File: src/rtl/aes_mixcolumns_iter.sv
// Handshaked AES MixColumns engine, 1/2/4 columns per BUSY cycle.
// Define INV_MIXCOLUMNS_EN to enable the inverse transform selected by the inv port.
module aes_mixcolumns_iter #(
    parameter int COLS_PER_CYCLE = 1
) (
    input  logic         clk,
    input  logic         rst,
    input  logic         in_valid,
    output logic         in_ready,
    input  logic [127:0] state_in,
    input  logic         inv,
    output logic         out_valid,
    input  logic         out_ready,
    output logic [127:0] state_out,
    output logic         busy
);

    if (COLS_PER_CYCLE != 1 && COLS_PER_CYCLE != 2 && COLS_PER_CYCLE != 4) begin : g_bad_cols
        $error("COLS_PER_CYCLE must be 1, 2 or 4");
    end

    localparam logic [1:0] STEP = 2'(COLS_PER_CYCLE);

    typedef enum logic [1:0] {IDLE, BUSY, HOLD} state_t;

    function automatic logic [7:0] xt(input logic [7:0] x);
        return {x[6:0], 1'b0} ^ (x[7] ? 8'h1b : 8'h00);
    endfunction

    function automatic logic [31:0] mix_fwd(input logic [31:0] a);
        logic [7:0] a0, a1, a2, a3, s0, s1, s2, s3;
        a0 = a[7:0];   a1 = a[15:8];
        a2 = a[23:16]; a3 = a[31:24];
        s0 = xt(a0) ^ xt(a1) ^ a1 ^ a2 ^ a3;
        s1 = a0 ^ xt(a1) ^ xt(a2) ^ a2 ^ a3;
        s2 = a0 ^ a1 ^ xt(a2) ^ xt(a3) ^ a3;
        s3 = xt(a0) ^ a0 ^ a1 ^ a2 ^ xt(a3);
        return {s3, s2, s1, s0};
    endfunction

`ifdef INV_MIXCOLUMNS_EN
    function automatic logic [7:0] m9(input logic [7:0] x);
        return xt(xt(xt(x))) ^ x;
    endfunction

    function automatic logic [7:0] mb(input logic [7:0] x);
        return xt(xt(xt(x))) ^ xt(x) ^ x;
    endfunction

    function automatic logic [7:0] md(input logic [7:0] x);
        return xt(xt(xt(x))) ^ xt(xt(x)) ^ x;
    endfunction

    function automatic logic [7:0] me(input logic [7:0] x);
        return xt(xt(xt(x))) ^ xt(xt(x)) ^ xt(x);
    endfunction

    function automatic logic [31:0] mix_inv(input logic [31:0] a);
        logic [7:0] a0, a1, a2, a3, s0, s1, s2, s3;
        a0 = a[7:0];   a1 = a[15:8];
        a2 = a[23:16]; a3 = a[31:24];
        s0 = me(a0) ^ mb(a1) ^ md(a2) ^ m9(a3);
        s1 = m9(a0) ^ me(a1) ^ mb(a2) ^ md(a3);
        s2 = md(a0) ^ m9(a1) ^ me(a2) ^ mb(a3);
        s3 = mb(a0) ^ md(a1) ^ m9(a2) ^ me(a3);
        return {s3, s2, s1, s0};
    endfunction
`endif

    state_t       state_q, state_d;
    logic [1:0]   col_idx_q, col_idx_d;
    logic [127:0] work_q, work_d;
    logic [1:0]   col_step;

    logic [1:0]   col_sel [COLS_PER_CYCLE];
    logic [31:0]  col_old [COLS_PER_CYCLE];
    logic [31:0]  col_new [COLS_PER_CYCLE];

`ifdef INV_MIXCOLUMNS_EN
    logic mode_q, mode_d;
`else
    // Port kept for interface compatibility; the forward transform is fixed.
    logic unused_inv;
    assign unused_inv = inv;
`endif

    assign col_step = col_idx_q + STEP;

    for (genvar g = 0; g < COLS_PER_CYCLE; g++) begin : g_col
        assign col_sel[g] = col_idx_q + 2'(g);
        assign col_old[g] = work_q[{col_sel[g], 5'd0} +: 32];
`ifdef INV_MIXCOLUMNS_EN
        assign col_new[g] = mode_q ? mix_inv(col_old[g]) : mix_fwd(col_old[g]);
`else
        assign col_new[g] = mix_fwd(col_old[g]);
`endif
    end

    always_ff @(posedge clk or posedge rst) begin
        if (rst) begin
            state_q   <= IDLE;
            col_idx_q <= 2'd0;
            work_q    <= 128'h0;
`ifdef INV_MIXCOLUMNS_EN
            mode_q    <= 1'b0;
`endif
        end else begin
            state_q   <= state_d;
            col_idx_q <= col_idx_d;
            work_q    <= work_d;
`ifdef INV_MIXCOLUMNS_EN
            mode_q    <= mode_d;
`endif
        end
    end

    always_comb begin
        state_d   = state_q;
        col_idx_d = col_idx_q;
        work_d    = work_q;
`ifdef INV_MIXCOLUMNS_EN
        mode_d    = mode_q;
`endif
        unique case (state_q)
            IDLE: begin
                if (in_valid) begin
                    state_d   = BUSY;
                    work_d    = state_in;
                    col_idx_d = 2'd0;
`ifdef INV_MIXCOLUMNS_EN
                    mode_d    = inv;
`endif
                end
            end
            BUSY: begin
                for (int k = 0; k < COLS_PER_CYCLE; k++) begin
                    work_d[{col_sel[k], 5'd0} +: 32] = col_new[k];
                end
                col_idx_d = col_step;
                // Counter wraps to zero exactly after column 3 has been updated.
                if (col_step == 2'd0) begin
                    state_d = HOLD;
                end
            end
            HOLD: begin
                if (out_ready) begin
                    state_d = IDLE;
                end
            end
            default: state_d = IDLE;
        endcase
    end

    assign in_ready  = (state_q == IDLE);
    assign busy      = (state_q == BUSY);
    assign out_valid = (state_q == HOLD);
    assign state_out = work_q;

endmodule

File: config.mk
export PLATFORM = sky130hd
export DESIGN_NAME = aes_mixcolumns_iter
export DESIGN_NICKNAME = d
export VERILOG_FILES = /design/src/rtl/aes_mixcolumns_iter.sv
export SDC_FILE = /design/constraint.sdc
export NUM_CORES = 1
export LEC_CHECK = 0
export BUFFER_PORTS_ARGS = -buffer_cell sky130_fd_sc_hd__buf_2
export CORE_ASPECT_RATIO = 2
export CORE_MARGIN = 2
export CORE_UTILIZATION = 51
export CTS_CLUSTER_DIAMETER = 60
export DETAILED_ROUTE_END_ITERATION = 7
export GPL_ROUTABILITY_DRIVEN = 1
export PLACE_DENSITY = 0.81
export SETUP_SLACK_MARGIN = 0.02
export SLEW_MARGIN = 20
export SYNTH_ARGS = -nofsm -noshare
export SYNTH_HDL_FRONTEND = slang
export SYNTH_SLANG_ARGS = --single-unit
File: constraint.sdc
create_clock -name clk -period 5.35 [get_ports clk]
set_clock_uncertainty 0.1 [all_clocks]
set_input_delay 0.2675 -clock clk [delete_from_list [all_inputs] [get_ports clk]]
set_output_delay 0.2675 -clock clk [all_outputs]
set_load 0.1 [all_outputs]
# Word-level counts from Yosys, hierarchy flattened
# Index checks and enable logic that the tools add are counted.
# totals
word_cells	51
reg_bits	132
inputBits	133
# op_classes
n_addsub	2
eq_ne	5
reduce_logical	5
shifts	3
n_bitwise	20
n_mux	13
# op_table
operator	count
case mux 128 bit (2 select lines)	1
bitwise mux 128 bit	1
two-way mux 128 bit	1
variable shift 32 x 9 -> 128 bit (first input constant)	1
indexed part select 128 x 8 -> 32 bit	1
indexed part select 32 x 9 -> 128 bit	1
XOR 8 bit	16
XOR 8 x 5 -> 8 bit	4
two-way mux 5 bit	4
negation 7 -> 9 bit	1
two-way mux 2 bit	4
case mux 2 bit (3 select lines)	1
zero test 2 bit	2
!= test 2 x 1 -> 1 bit (second input constant)	2
case mux 2 bit (2 select lines)	1
AND reduction 3 bit	1
adder 2 x 1 -> 2 bit (second input constant)	1
equality test 2 x 1 -> 1 bit (second input constant)	1
equality test 2 bit (second input constant)	1
!= test 2 bit (second input constant)	1
AND reduction 2 bit	1
nonzero test 2 bit	1

# Logic depth before layout (Yosys ltp)
# depth
word_depth	10
ltp_mapped	9

# Least setup slack after synthesis
# OpenSTA, ideal clock, no wires.
# synth_path
kind	register to register
startpoint	reg work_q[103] (netlist: state_out[103])
endpoint	reg work_q[100] (netlist: state_out[100])
n_path_buf	0
arrival_ps	2303
setup_time_ps	133
required_time_ps	5117
slack_ps	2814
path_stages_with_launch	6
cell_sequence	dfrtp_1 mux4_2 xor2_2 xnor2_2 xnor2_1 o22ai_1
# synth_via
elab_chain_len	10
word_cells_on_any_way	22
# synth_rtl
element	line_no	text
from (decl)	72	logic [127:0] work_q, work_d;
from (signal assigned)	110	work_q <= work_d;
indexed part select 128 x 8 -> 32 bit *	91	assign col_old[g] = work_q[{col_sel[g], 5'd0} +: 32];
two-way mux 5 bit	27	return {x[6:0], 1'b0} ^ (x[7] ? 8'h1b : 8'h00);
XOR 8 x 5 -> 8 bit	27	
XOR 8 bit (on tied branches) (4 in a row)	34, 37	
indexed part select 32 x 9 -> 128 bit *	137	work_d[{col_sel[k], 5'd0} +: 32] = col_new[k];
bitwise mux 128 bit *	137	
case mux 128 bit (2 select lines) *	124	unique case (state_q)
# Every way passes the cells marked *; elsewhere a longest branch is shown, timed or not.
# A chain may end at the register's enable or synchronous reset.

# Worst setup path in the final report
# layout_path
startpoint	reg state_q[1]
endpoint	reg work_q[71] (netlist: state_out[71])
# layout_via
elab_chain_len	3
word_cells_on_any_way	6
# layout_rtl
element	line_no	text
from (decl)	70	state_t state_q, state_d;
from (signal assigned)	108	state_q <= state_d;
equality test 2 x 1 -> 1 bit / zero test 2 bit (equally long branches)	124	
nonzero test 2 bit (no line) / != test 2 bit (equally long branches)	n/a	
AND reduction 2 bit (no line)	n/a	
# Parallel ways exist; a longest one is shown, timed or not.

==> impl_summary.txt <==
----------------------------------------------------
[Finish]
  Area growth syn-to-layout ... 27.36%
  Fin cells ... 1203
  Layout net count ... 1128
  Layout cells sized above 1 ... 36.16%

[Placement]
  GPL Wtd Cong ... 0.9339
  Post-detailed-placement half-perimeter wirelength ... 20190 µm
  Placed Cells incl. Taps ... about 1200
  Worst slack at placement ... 1.945 ns
  Port Buf Inserts ... 262

[Setup path]
  Number of buffer and inverter stages on the critical path ... 2
  WS Path Type ... flip-flop to flip-flop
  Origin of the worst setup path ... state_q[1]
  Maximum fanout along the worst path ... 65
  Endpoint of the worst-slack reg-to-reg timing path ... state_out[71]
  Critical Path Sink ... state_out[71]
  Crit path depth ... 5
  Cell with the biggest individual delay on the critical path ... sky130_fd_sc_hd__nand4_1
  Data required time at the worst endpoint ... around 5.6 ns
  RR Startpoint ... state_q[1]
  Cell breakdown of the critical path ... nand2b_4 -> inv_1 -> nand4_1 -> buf_4 -> o22ai_1
  Largest stage delay, worst path ... about 0.90 ns
  Arrival time worst endpoint ... 3.71 ns
  Reg-to-reg slack, setup ... 1.88 ns
  Startpoint class of the critical path ... flip-flop
  Family with the most delay on the worst path ... simple AND/OR/NAND/NOR gates
  R2R depth ... 5
  Setup crit end kind ... flip-flop

[Synthesis]
  Number of synthesized flops with an enable pin ... 0
  Synthesized-area fraction occupied by ao, oa, aoi and oai cells ... 19.94%
  Largest cells by area after synthesis ... sky130_fd_sc_hd__dfrtp_1, sky130_fd_sc_hd__o22ai_1, sky130_fd_sc_hd__mux4_2
  Ys Warns ... 0
  Number of synthesized register bits ... 132
  Share of synthesized cell area in and, or, nand and nor gates ... 7.338%
  Combined area of all synthesized cells ... 0.007656 mm²
  Synth Area in Adders ... 0.6537%
  Commonest cells post-synth ... sky130_fd_sc_hd__a21oi_1, sky130_fd_sc_hd__dfrtp_1, sky130_fd_sc_hd__nor2_1, sky130_fd_sc_hd__o22ai_1, sky130_fd_sc_hd__xnor2_1
  Dominant register cell in the synthesized netlist ... sky130_fd_sc_hd__dfrtp_1
  Largest family of logic cells by synthesized area ... compound AO/OA/AOI/OAI gates
  Number of distinct library cells after synthesis ... 26
  Count of mapped cells out of synthesis ... 760
  Dominant cell type by area after synthesis ... sky130_fd_sc_hd__dfrtp_1
  Cell with the most instances after synthesis ... sky130_fd_sc_hd__a21oi_1
  Sequential-to-total area share from yosys stat ... approximately 43%
  Net count of the mapped netlist ... 897
  Async set-reset flop share out of synthesis ... 100.0%
  Xor/xnor share of the synthesized area ... about 15%
  Post-Syn Area per Cell ... a little over 10 µm²
  Mux cell area share after synthesis ... 9.413%
  Fraction of post-synthesis cell area in the top cell type by area ... 43.14%

[Timing]
  FMAX ... slightly below 300 MHz
  Slew headroom ... 20.50%
  Minimum hold slack ... 0.00008638 ns
  RSZ-0062 raised after global routing ... false
  Crit path setup slack, layout ... ~1.9 ns
  Ratio of final minimum period to clock period ... between 60% and 70%
  Worst Tran Pin Value ... between 1 and 1.5 ns
  Shortest clock period the worst path allows after layout ... 3.468 ns
  Final max-slew violation count ... 0
  Total setup violations reported at the end of the flow ... 0
  Number of hold violations in the final report ... 0
  Sum of negative setup slack ... 0 ns

[Die]
  Height of the die ... 177.3 µm
  Die Wd ... 90.64 µm
  Initial core utilization ... 51.94%
  Row count ... between 60 and 70
  # IOs ... around 260
  Std-Cell Core Area ... 0.01474 mm²
  Floorplan die area ... 0.01607 mm²

[Clock network]
  Maximum clock insertion buffer count ... 2
  Total clock buffers created by CTS ... 17
  Clk Tree Root Cell ... sky130_fd_sc_hd__clkbuf_16
  CTS tree ... built
  Htree depth ... 4
  Total number of clock tree sinks ... around 130
  Worst-path clk slew ... around 0.060 ns
  Number of instances resized during post-cts repair ... 0
  Post-CTS Setup Repair Bufs ... 0
  Worst-skew pair later-pin latency ... 0.43 ns

[Detailed routing]
  Residual DRC ... 0
  Post-DR vias/cell ... 6.391
  Remaining number of nets flagged by the antenna check after routing ... 0
  Total length of routed wires ... 28920 µm
  DRT Pass-1 Iters ... 8
  Vias after detailed routing ... ~7700
  Wirelength per Cell ... 24.04 µm
  Detailed Route Iter0 Violations ... about 780

[Global route]
  Global router's overall resource usage ... 35.96%
  Overflow left after global routing ... 0
  First-pass GRT wire length ... 43410 µm
  Pin count of the biggest net entering global routing ... between 70 and 80
  Initial antenna violation count ... 3
  Number of global-route vias before repair ... 7663

[Flow run]
  Max Cap Viol ... 0

[Outcome]
  Outcome ... finished, final reports clean

[Min path]
  Class of the tightest hold or removal check ... input port to flip-flop

----------------------------------------------------
worst register-to-register path, stage by stage (launching register included):
cell and delay (ns):
sky130_fd_sc_hd__dfrtp_1 0.59, sky130_fd_sc_hd__nand2b_4 0.59, sky130_fd_sc_hd__inv_1 0.43, sky130_fd_sc_hd__nand4_1 0.90, sky130_fd_sc_hd__buf_4 0.57, sky130_fd_sc_hd__o22ai_1 0.20
cell type report:
cell class	instances	area, µm²
fill	1232	4990
multi-input combinational	559	4095
sequential	132	3306
timing repair buffer	276	1439
clock buffer	20	456.7
tap	195	244.0
clock inverter	12	178.9
inverter	5	21.27
antenna	4	10.01
registers in the layout, indices dropped and copies added, names as in the netlist:
register and flops:
state_q 2, state_out 128, col_idx_q 2
through the flow:
| stage | cell area [µm²] | util, % |
|---|---|---|
| 2_1_floorplan | 7656 | - |
| 3_3_place_gp | 9067 | 61.51 |
| 3_5_place_dp | 9067 | 61.51 |
| 4_1_cts | 9713 | 65.89 |
| 5_1_grt | 9748 | 66.13 |
| 6_report | 9751 | 66.15 |
repair_timing:
item | CTS | global route
hold buffers | 1 | 0
endpoints found under the hold margin | 56 | 0
setup endpoints to repair | 0 | 0
cell usage in the layout (no fill, tap or decap), types with 2 or more instances in the layout:
master | Yosys | routed
sky130_fd_sc_hd__xor2_1 | 23 | 23
sky130_fd_sc_hd__a21o_1 | 4 | 4
sky130_fd_sc_hd__xnor2_2 | 6 | 6
sky130_fd_sc_hd__nor2_1 | 132 | 132
sky130_fd_sc_hd__ha_1 | 4 | 4
sky130_fd_sc_hd__buf_2 | 4 | 262
sky130_fd_sc_hd__o22ai_1 | 128 | 128
sky130_fd_sc_hd__nand2b_1 | 3 | 2
sky130_fd_sc_hd__xor2_2 | 2 | 2
sky130_fd_sc_hd__bufinv_16 | 0 | 4
sky130_fd_sc_hd__clkinvlp_4 | 0 | 6
sky130_fd_sc_hd__mux4_2 | 32 | 32
sky130_fd_sc_hd__dfrtp_2 | 0 | 2
sky130_fd_sc_hd__buf_4 | 2 | 12
sky130_fd_sc_hd__clkbuf_8 | 0 | 2
sky130_fd_sc_hd__a21oi_1 | 133 | 129
sky130_fd_sc_hd__clkbuf_16 | 0 | 17
sky130_fd_sc_hd__nand3_1 | 2 | 2
sky130_fd_sc_hd__xnor2_1 | 69 | 69
sky130_fd_sc_hd__nand4_1 | 2 | 2
sky130_fd_sc_hd__nand2_1 | 5 | 5
sky130_fd_sc_hd__dfrtp_1 | 132 | 130
sky130_fd_sc_hd__inv_1 | 5 | 4
sky130_fd_sc_hd__a22o_1 | 2 | 2
sky130_fd_sc_hd__xnor2_4 | 9 | 9
sky130_fd_sc_hd__a21oi_4 | 0 | 4
sky130_fd_sc_hd__diode_2 | 0 | 4
logic make-up after synthesis:
group                      after synthesis
adders and majority gates                4
muxes                                   32
buffers and inverters                   69
and+or+nand+nor                        145
DFF                                    132
xor gates and xnor gates               109
AOI/OAI and AO/OA                      269
how the worst min path moves through the flow:
| stage | startpoint | to | depth (start not counted) |
|---|---|---|---|
| global placement | rst | state_out[31] | 2 |
| detailed placement | rst | state_out[31] | 2 |
| CTS | state_in[106] | state_out[106] | 3 |
| finish | state_in[23] | state_out[23] | 3 |
| global route | state_in[9] | state_out[9] | 3 |
| floorplan | out_ready | state_q[1] | 2 |
routing by layer:
metal / track usage (%) / wire (µm) / up-vias
li1: - / - / 3221
met1: 40.30 / 9425 / 3709
met2: 62.22 / 15060 / 593
met3: 5.792 / 2344 / 165
met4: 24.68 / 2085 / 0
met5: 0 / 0 / -
Power is not shown: default switching activity piles up to over one toggle a cycle in this logic, so the estimate is an artifact.
